**src/rtl/sprite_pixel_pipeline_if.sv**
```systemverilog
// Bus for sprite_pixel_pipeline: object shadow inputs, pixel request and pixel result handshakes.
// The master side drives requests and object data; the slave side is the pipeline.
interface sprite_pixel_pipeline_if #(
  parameter int unsigned NUM_OBJ  = 3,
  parameter int unsigned COORD_W  = 16,
  parameter int unsigned COLOUR_W = 24
);
  logic                          frame_start;
  logic [NUM_OBJ*2*COORD_W-1:0]  obj_pos;
  logic [NUM_OBJ*2*COORD_W-1:0]  obj_size;
  logic [NUM_OBJ*COLOUR_W-1:0]   obj_colour;
  logic [COLOUR_W-1:0]           bg_colour;
  logic                          in_valid;
  logic                          in_ready;
  logic [COORD_W-1:0]            pix_x;
  logic [COORD_W-1:0]            pix_y;
  logic                          out_valid;
  logic                          out_ready;
  logic [COLOUR_W-1:0]           pixel_out;
  logic                          collision;

  modport master (
    output frame_start, obj_pos, obj_size, obj_colour, bg_colour,
    output in_valid, pix_x, pix_y, out_ready,
    input  in_ready, out_valid, pixel_out, collision
  );

  modport slave (
    input  frame_start, obj_pos, obj_size, obj_colour, bg_colour,
    input  in_valid, pix_x, pix_y, out_ready,
    output in_ready, out_valid, pixel_out, collision
  );
endinterface

```
**src/rtl/sprite_pixel_pipeline.sv**
```systemverilog
// Two-stage sprite resolver: S1 registers the rectangle hit vector, S2 the priority-muxed colour.
// Define SPRITE_PIXEL_COLLISION_EN to build the sticky multi-object overlap flag.
module sprite_pixel_pipeline #(
  parameter int unsigned NUM_OBJ  = 3,
  parameter int unsigned COORD_W  = 16,
  parameter int unsigned COLOUR_W = 24
) (
  input  logic                  clk,
  input  logic                  rst_n,
  sprite_pixel_pipeline_if.slave bus
);
  localparam int unsigned PairW = 2 * COORD_W;

  // Active object set, only ever updated by frame_start
  logic [NUM_OBJ*PairW-1:0]    r_pos;
  logic [NUM_OBJ*PairW-1:0]    r_size;
  logic [NUM_OBJ*COLOUR_W-1:0] r_colour;
  logic [COLOUR_W-1:0]         r_bg;

  always_ff @(posedge clk or negedge rst_n) begin
    if (!rst_n) begin
      r_pos    <= '0;
      r_size   <= '0;
      r_colour <= '0;
      r_bg     <= '0;
    end else if (bus.frame_start) begin
      r_pos    <= bus.obj_pos;
      r_size   <= bus.obj_size;
      r_colour <= bus.obj_colour;
      r_bg     <= bus.bg_colour;
    end
  end

  logic                        r_s1_valid;
  logic [NUM_OBJ-1:0]          r_s1_hit;
  logic [NUM_OBJ*COLOUR_W-1:0] r_s1_colour;
  logic [COLOUR_W-1:0]         r_s1_bg;
  logic                        r_s2_valid;
  logic [COLOUR_W-1:0]         r_s2_colour;

  logic                        w_s1_en;
  logic                        w_s2_en;
  logic [NUM_OBJ-1:0]          w_hit;
  logic [COORD_W:0]            w_px;
  logic [COORD_W:0]            w_py;
  logic [COLOUR_W-1:0]         w_chain [NUM_OBJ+1];

  assign w_px = {1'b0, bus.pix_x};
  assign w_py = {1'b0, bus.pix_y};

  // Extra top bit keeps x+W from wrapping; a zero extent can never satisfy lo <= p < lo.
  for (genvar gi = 0; gi < NUM_OBJ; gi++) begin : g_obj
    logic [COORD_W:0] w_x0, w_y0, w_x1, w_y1;
    assign w_x0 = {1'b0, r_pos[gi*PairW+COORD_W +: COORD_W]};
    assign w_y0 = {1'b0, r_pos[gi*PairW +: COORD_W]};
    assign w_x1 = w_x0 + {1'b0, r_size[gi*PairW+COORD_W +: COORD_W]};
    assign w_y1 = w_y0 + {1'b0, r_size[gi*PairW +: COORD_W]};
    assign w_hit[gi] = (w_px >= w_x0) && (w_px < w_x1) && (w_py >= w_y0) && (w_py < w_y1);
    assign w_chain[gi] = r_s1_hit[gi] ? r_s1_colour[gi*COLOUR_W +: COLOUR_W] : w_chain[gi+1];
  end
  assign w_chain[NUM_OBJ] = r_s1_bg;

  assign w_s2_en = bus.out_ready || !r_s2_valid;
  assign w_s1_en = w_s2_en || !r_s1_valid;

  // The colour table rides along with the hit vector so a later frame_start cannot recolour it
  always_ff @(posedge clk or negedge rst_n) begin
    if (!rst_n) begin
      r_s1_valid  <= 1'b0;
      r_s1_hit    <= '0;
      r_s1_colour <= '0;
      r_s1_bg     <= '0;
    end else if (w_s1_en) begin
      r_s1_valid <= bus.in_valid;
      if (bus.in_valid) begin
        r_s1_hit    <= w_hit;
        r_s1_colour <= r_colour;
        r_s1_bg     <= r_bg;
      end
    end
  end

  always_ff @(posedge clk or negedge rst_n) begin
    if (!rst_n) begin
      r_s2_valid  <= 1'b0;
      r_s2_colour <= '0;
    end else if (w_s2_en) begin
      r_s2_valid <= r_s1_valid;
      if (r_s1_valid) r_s2_colour <= w_chain[0];
    end
  end

  assign bus.in_ready  = w_s1_en;
  assign bus.out_valid = r_s2_valid;
  assign bus.pixel_out = r_s2_colour;

`ifdef SPRITE_PIXEL_COLLISION_EN
  logic [3:0] w_cnt [NUM_OBJ+1];
  logic       w_multi;
  logic       r_s1_multi;
  logic       r_s2_multi;
  logic       r_collision;

  assign w_cnt[0] = 4'd0;
  for (genvar gc = 0; gc < NUM_OBJ; gc++) begin : g_cnt
    assign w_cnt[gc+1] = w_cnt[gc] + {3'b000, w_hit[gc]};
  end
  assign w_multi = (w_cnt[NUM_OBJ] >= 4'd2);

  // A set from an emitted overlap beats a coincident frame_start clear
  always_ff @(posedge clk or negedge rst_n) begin
    if (!rst_n) begin
      r_s1_multi  <= 1'b0;
      r_s2_multi  <= 1'b0;
      r_collision <= 1'b0;
    end else begin
      if (w_s1_en && bus.in_valid) r_s1_multi <= w_multi;
      if (w_s2_en && r_s1_valid)   r_s2_multi <= r_s1_multi;
      if (r_s2_valid && bus.out_ready && r_s2_multi) r_collision <= 1'b1;
      else if (bus.frame_start)                      r_collision <= 1'b0;
    end
  end

  assign bus.collision = r_collision;
`else
  assign bus.collision = 1'b0;
`endif

endmodule

```
**src/flat_wrapper.sv**
```systemverilog
// flat-port wrapper written by rule: the top's interface ports become plain ports
module sprite_pixel_pipeline_flat 
#(
  parameter int unsigned NUM_OBJ  = 3,
  parameter int unsigned COORD_W  = 16,
  parameter int unsigned COLOUR_W = 24
)
  (clk, rst_n, bus_frame_start, bus_obj_pos, bus_obj_size, bus_obj_colour, bus_bg_colour, bus_in_valid, bus_pix_x, bus_pix_y, bus_out_ready, bus_in_ready, bus_out_valid, bus_pixel_out, bus_collision);
  sprite_pixel_pipeline_if #(.NUM_OBJ(NUM_OBJ), .COORD_W(COORD_W), .COLOUR_W(COLOUR_W)) bus_i ();
  input  logic clk;
  input  logic rst_n;
  input wire logic [$bits(bus_i.frame_start)-1:0] bus_frame_start;
  input wire logic [$bits(bus_i.obj_pos)-1:0] bus_obj_pos;
  input wire logic [$bits(bus_i.obj_size)-1:0] bus_obj_size;
  input wire logic [$bits(bus_i.obj_colour)-1:0] bus_obj_colour;
  input wire logic [$bits(bus_i.bg_colour)-1:0] bus_bg_colour;
  input wire logic [$bits(bus_i.in_valid)-1:0] bus_in_valid;
  input wire logic [$bits(bus_i.pix_x)-1:0] bus_pix_x;
  input wire logic [$bits(bus_i.pix_y)-1:0] bus_pix_y;
  input wire logic [$bits(bus_i.out_ready)-1:0] bus_out_ready;
  output wire logic [$bits(bus_i.in_ready)-1:0] bus_in_ready;
  output wire logic [$bits(bus_i.out_valid)-1:0] bus_out_valid;
  output wire logic [$bits(bus_i.pixel_out)-1:0] bus_pixel_out;
  output wire logic [$bits(bus_i.collision)-1:0] bus_collision;
  assign bus_i.frame_start = bus_frame_start;
  assign bus_i.obj_pos = bus_obj_pos;
  assign bus_i.obj_size = bus_obj_size;
  assign bus_i.obj_colour = bus_obj_colour;
  assign bus_i.bg_colour = bus_bg_colour;
  assign bus_i.in_valid = bus_in_valid;
  assign bus_i.pix_x = bus_pix_x;
  assign bus_i.pix_y = bus_pix_y;
  assign bus_i.out_ready = bus_out_ready;
  assign bus_in_ready = bus_i.in_ready;
  assign bus_out_valid = bus_i.out_valid;
  assign bus_pixel_out = bus_i.pixel_out;
  assign bus_collision = bus_i.collision;
  sprite_pixel_pipeline #(.NUM_OBJ(NUM_OBJ), .COORD_W(COORD_W), .COLOUR_W(COLOUR_W)) u_core (.clk(clk), .rst_n(rst_n), .bus(bus_i));
endmodule
```
**config.mk**
```make
export PLATFORM = sky130hd
export DESIGN_NAME = sprite_pixel_pipeline_flat
export DESIGN_NICKNAME = d
export VERILOG_FILES = /design/src/rtl/sprite_pixel_pipeline_if.sv /design/src/rtl/sprite_pixel_pipeline.sv /design/src/flat_wrapper.sv
export SDC_FILE = /design/constraint.sdc
export NUM_CORES = 1
export LEC_CHECK = 0
export BUFFER_PORTS_ARGS = -buffer_cell sky130_fd_sc_hd__buf_2
export CELL_PAD_IN_SITES_DETAIL_PLACEMENT = 1
export CELL_PAD_IN_SITES_GLOBAL_PLACEMENT = 1
export CORE_MARGIN = 5
export CORE_UTILIZATION = 27
export CTS_CLUSTER_DIAMETER = 30
export CTS_CLUSTER_SIZE = 20
export DETAILED_ROUTE_END_ITERATION = 8
export PLACE_DENSITY_LB_ADDON = 0.05
export RECOVER_POWER = 50
export SLEW_MARGIN = 20
export SYNTH_ARGS = -nofsm -noshare
export SYNTH_HDL_FRONTEND = slang
export SYNTH_SLANG_ARGS = --single-unit
export TNS_END_PERCENT = 20
```
**constraint.sdc**
```tcl
create_clock -name clk -period 9.3 [get_ports clk]
set_clock_uncertainty 0.2 [all_clocks]
set_input_delay 1.86 -clock clk [delete_from_list [all_inputs] [get_ports clk]]
set_output_delay 1.86 -clock clk [all_outputs]
set_load 0.02 [all_outputs]
```
### Word-level counts from Yosys, hierarchy flattened

Index checks and enable logic that the tools add are counted.

* register bits: 413
* latch bits: 0
* memory bits (writable): 0
* memory bits (read-only): 0
* bits of input ports: 325
* logic and storage cells: 46
* memories kept: 0

* add/sub/neg operators: 6
* $mul: 0
* divide/modulo/power cells: 0
* $lt $le $gt $ge: 12
* eq/ne operators: 0
* shifts and indexed selects: 0
* mux-type cells: 3
* bitwise logic cells: 0
* reduce and logical (&&, ||, !) cells: 15

Operators by type and width (count)
* $add A16 B16 Y17: 6
* $lt A16 B17 Y1: 6
* $ge A16 B16 Y1: 6
* $mux W24: 3
* $logic_and A1 B1 Y1: 9
* $reduce_and A2 Y1: 2
* $logic_not A1 Y1: 2
* $logic_or A1 B1 Y1: 2

### Depth between registers and ports, before layout

* depth in word-level cells: 5
* depth in mapped cells: 19
* depth with buffers taken out: 19

### Worst setup path before layout

OpenSTA, ideal clock, no wires.

* kind: in2out
* from: input port bus_out_ready
* to: output port bus_in_ready
* arrival: 2153 ps
* required time: 7240 ps
* slack: 5087 ps
* stages on the path: 1
* buffers on the path: 0
* cell sequence: nand3b_1

* longest elaborated chain between the ends: 2

RTL lines
* start, declared: line flat_wrapper.sv:20 `input wire logic [$bits(bus_i.out_ready)-1:0] bus_out_ready;`
* $logic_or A1 B1 Y1: line sprite_pixel_pipeline.sv:63 `assign w_s2_en = bus.out_ready || !r_s2_valid;`
* $logic_or A1 B1 Y1: line sprite_pixel_pipeline.sv:64 `assign w_s1_en = w_s2_en || !r_s1_valid;`
* end, declared: line flat_wrapper.sv:21 `output wire logic [$bits(bus_i.in_ready)-1:0] bus_in_ready;`

No other way between the ends.

==> key figures <==
Floorplan
  • Die outline width: 308 µm
  • Row count: 109
  • Number of I/O pins: 352
  • Die area: 94,700 µm²
  • Core ar.: 88,200 µm²
  • Initial Utilization: 0.271
  • Die Span Y: 308 µm

Critical path
  • Class of the most critical setup path: in -> async
  • Worst path cell trace: clkbuf_1 > buf_4 > buf_4
  • Capturing element type of the critical path: async pin
  • Largest stage delay on the critical path: 2.24 ns
  • Sum of buffers and inverters on the critical path: 3
  • Cell family with the largest share of critical-path delay: buffers and inverters
  • Critical path launch point type: input port
  • Flop2flop setup slack: 4.63 ns
  • Worst path most repeated cell: buf_4
  • Length in cells of the worst reg-to-reg path: 16
  • Crit-path slowest cell: clkbuf_1
  • Stages on worst setup path: 3
  • Largest fanout of any net on the critical path: 54
  • Data required time at the worst endpoint: 9.84 ns
  • Data arrival, critical path: 5.73 ns

Clock tree
  • Largest buffer count on any clock path: 3
  • Total number of clock tree sinks: 413
  • Number of instances resized during post-cts repair: 0
  • TritonCTS clock tree: done
  • Hold buffers post-CTS: 0
  • CTS root buffer: clkbuf_16
  • CTS clk-pin slew, worst paths: 0.04 ns
  • Number of buffers inserted during clock tree synthesis: 136
  • Number of H-tree levels: 4
  • Worst-skew pair later-pin latency: 0.70 ns
  • Setup bufs post-CTS: 0

Route
  • Routed via count: 19.4k
  • Antenna-violating nets left: 0
  • Routed length per placed instance: 19.8 µm
  • Number of detailed-route iterations in the first pass: 5
  • DR vias/cell: 4.70
  • Number of DRC violations after detailed-routing iteration 0: 726
  • Routed WL: 81.7 mm
  • Remaining DRCs: 0

Synth
  • Number of storage elements in the synthesis netlist: 413
  • Cell area after technology mapping: 23,900 µm²
  • Mapped Avg Cell Area: 9.90 µm²
  • Net count of the mapped netlist: 3,030
  • Ys async rst share: 1.00
  • Count of flip-flops with a built-in enable after synthesis: 0
  • Synth Flop Type: dfrtp_1
  • Number of warnings printed during yosys synthesis: 0
  • Unique masters post-synth: 65
  • Cells after synthesis: 2,417
  • Sequential area share after synthesis: 0.432

Power and ir drop
  • Switching part of the total power: 0.294
  • Static leakage: 15.5 nW
  • Net Sw Power: 2.50 mW
  • Maximum vdd ir drop: 0.161 mV
  • Post-layout total power: 8.53 mW
  • Sequential group share of total power: 0.256
  • Clk network pwr share: 0.538
  • Internal power: 6.03 mW
  • Proportion of power drawn by combinational gates: 0.206
  • Cell Pwr Density: 270 nW/µm²

Status
  • Violated checks: capacitance limit, slew limit
  • Result of the run: complete, but fails checks

GRT
  • First-pass GRT wire length: 126 mm
  • Initial antenna violation count: 24
  • Global router's overall resource usage: 0.172
  • Via count of the first global-routing pass: 21.7k
  • Final global-route overflow total: 0
  • Maximum number of pins on one net before global-route repair: 201

Timing
  • Fin crit share: 0.558
  • Shortest period the worst path allows: 5.19 ns
  • Number of max-slew violations in the final report: 227
  • Total of endpoints with negative setup slack in the final report: 0
  • Setup repair after global routing missed its margin: false
  • Total Neg Setup Slack: 0 ns
  • Max Fclk: 193 MHz
  • Final count of hold timing violations: 0
  • Actual transition at the worst max-transition pin: 3.24 ns
  • Slew margin rel.: -1.16
  • Final setup slack of the worst path: 4.11 ns

Placement
  • Gp weighted congestion: 0.772
  • DPL Wire Length: 61.3 mm
  • Number of buffers added on ports: 350
  • Post-Place Worst Slack: 4.37 ns

Worst hold path
  • Class of the worst hold path: reg -> reg
  • Hold-critical path depth: 2

Layout
  • Fraction of final layout cells sized beyond drive strength 1: 0.272
  • NumNets Final: 3,451
  • Area growth from synthesis to final layout: 32.3%

Job
  • Maximum Capacitance Violations: 5
## worst register-to-register path: stages (launching register included)
cell and delay (ns):
dfrtp_1 0.39, ha_1 0.22, fa_1 0.42, a21o_1 0.22, a2111oi_2 0.44, a21oi_1 0.19
a31oi_1 0.40, xnor2_1 0.18, ha_1 0.27, a21o_1 0.16, a21o_1 0.19, a211oi_1 0.21
o211ai_1 0.13, a31oi_1 0.20, o21ai_0 0.10, and3_1 0.26, o41ai_1 0.37
## per-stage QoR
stage / hold slack [ns] / cell area (µm²) / cells / util
5_1_grt: 0.274 / 31600 / 4112 / 0.359
2_1_floorplan: 0.235 / 23900 / 2417 / -
4_1_cts: 0.263 / 31700 / 4110 / 0.359
3_5_place_dp: 0.254 / 27000 / 3865 / 0.306
6_report: 0.257 / 31700 / 4117 / 0.359
3_3_place_gp: 0.243 / 27000 / 3865 / 0.306
## layout by cell type (no fill, tap or decap), types with 7 or more instances in the layout
cell / Yosys / layout
nand2_1: 449 / 449
dfrtp_1: 413 / 410
buf_2: 1 / 347
ha_1: 282 / 282
mux2_2: 195 / 195
o21ai_0: 189 / 189
a21oi_1: 164 / 164
clkbuf_16: 0 / 138
inv_1: 120 / 120
nor2_1: 103 / 103
a21o_1: 58 / 58
xor2_1: 46 / 46
clkbuf_8: 0 / 34
nand2b_1: 28 / 28
xnor2_1: 28 / 28
clkbuf_1: 77 / 26
clkinv_2: 0 / 25
mux2i_1: 24 / 24
nand3_1: 20 / 20
nor2b_1: 20 / 20
nor3_1: 17 / 17
o21a_1: 16 / 16
nand4_1: 14 / 14
buf_4: 1 / 13
and3_1: 12 / 12
bufinv_16: 0 / 11
o21bai_1: 10 / 10
a31oi_1: 9 / 9
o211ai_1: 9 / 9
a211oi_1: 9 / 9
and4_1: 8 / 8
diode_2: 0 / 7
a211o_1: 7 / 7
## cell usage after synthesis (10+ instances only)
cell | n | area (µm²)
clkbuf_1 | 77 | 289
mux2_2 | 195 | 2200
o21bai_1 | 10 | 75.1
xor2_1 | 46 | 403
o21ai_0 | 189 | 946
nand3_1 | 20 | 100
nand2b_1 | 28 | 175
nand2_1 | 449 | 1690
and3_1 | 12 | 75.1
a21o_1 | 58 | 435
nor2_1 | 103 | 387
mux2i_1 | 24 | 240
nor2b_1 | 20 | 125
dfrtp_1 | 413 | 10300
ha_1 | 282 | 3530
nand4_1 | 14 | 87.6
o21a_1 | 16 | 120
nor3_1 | 17 | 85.1
inv_1 | 120 | 450
a21oi_1 | 164 | 821
xnor2_1 | 28 | 245
## final timing paths
| path | from | end |
|---|---|---|
| worst max-delay path | rst_n | u_core.r_s1_colour[56]$_DFFE_PN0P_ |
| min in group asynchronous | rst_n | u_core.r_size[68]$_DFFE_PN0P_ |
| worst min-delay path | u_core.r_colour[31]$_DFFE_PN0P_ | u_core.r_s1_colour[31]$_DFFE_PN0P_ |
| worst min register to register | u_core.r_colour[31]$_DFFE_PN0P_ | u_core.r_s1_colour[31]$_DFFE_PN0P_ |
| worst max register to register | u_core.r_pos[48]$_DFFE_PN0P_ | u_core.r_s1_hit[1]$_DFFE_PN0P_ |
| max in group clk | u_core.r_pos[48]$_DFFE_PN0P_ | u_core.r_s1_hit[1]$_DFFE_PN0P_ |
## kinds of logic (layout without fill, tap and decap cells)
kind of cell             count (synthesis)  after routing  synth area share
flip-flops                             413            413             0.432
other                                    1              8          0.000157
AND/OR/NAND/NOR                        696            696             0.124
XOR/XNOR                                74             74            0.0271
AO/OA/AOI/OAI                          522            522             0.131
multiplexers                           219            219             0.102
adder cells (fa/ha/maj)                288            288             0.152
buffers and inverters                  204            732            0.0322
## layout make-up
type	count	area, µm²
clock buffers	193	4000
repair buffers	367	1890
clock inverters	52	677
multi-input cells	1800	12800
diodes	7	17.5
flip-flops and latches	413	10300
fillers	9925	56600
well taps	1165	1460
inverters	120	450
## layer usage
layer | vias up | part of all wire | wire [µm] | GRT usage
li1 | 9354 | - | - | -
met1 | 9476 | 0.47 | 38600 | 0.231
met2 | 377 | 0.45 | 37100 | 0.272
met3 | 138 | 0.050 | 4050 | 0.0463
met4 | 8 | 0.024 | 1920 | 0.0556
met5 | - | 0.00059 | 48 | 0
## flip-flops by register name, indices dropped and copies added, names as in the netlist
register / flops
u_core.r_bg: 24
u_core.r_size: 96
u_core.r_pos: 96
u_core.bus.pixel_out: 24
u_core.bus.out_valid: 1
u_core.r_s1_bg: 24
u_core.r_colour: 72
u_core.r_s1_hit: 3
u_core.r_s1_colour: 72
u_core.r_s1_valid: 1
## power groups by stage
| stage | Clock (mW) | Combinational [mW] | Sequential (mW) |
|---|---|---|---|
| final | 4.59 | 1.76 | 2.19 |
| after global placement | 0 | 1.74 | 2.21 |
| after CTS | 4.70 | 1.80 | 2.19 |
| after floorplan | 0 | 1.11 | 2.22 |
| after detailed placement | 0 | 1.79 | 2.21 |
| after global routing | 4.83 | 2.01 | 2.22 |
No activity file was read; power rests on OpenSTA's default activity.
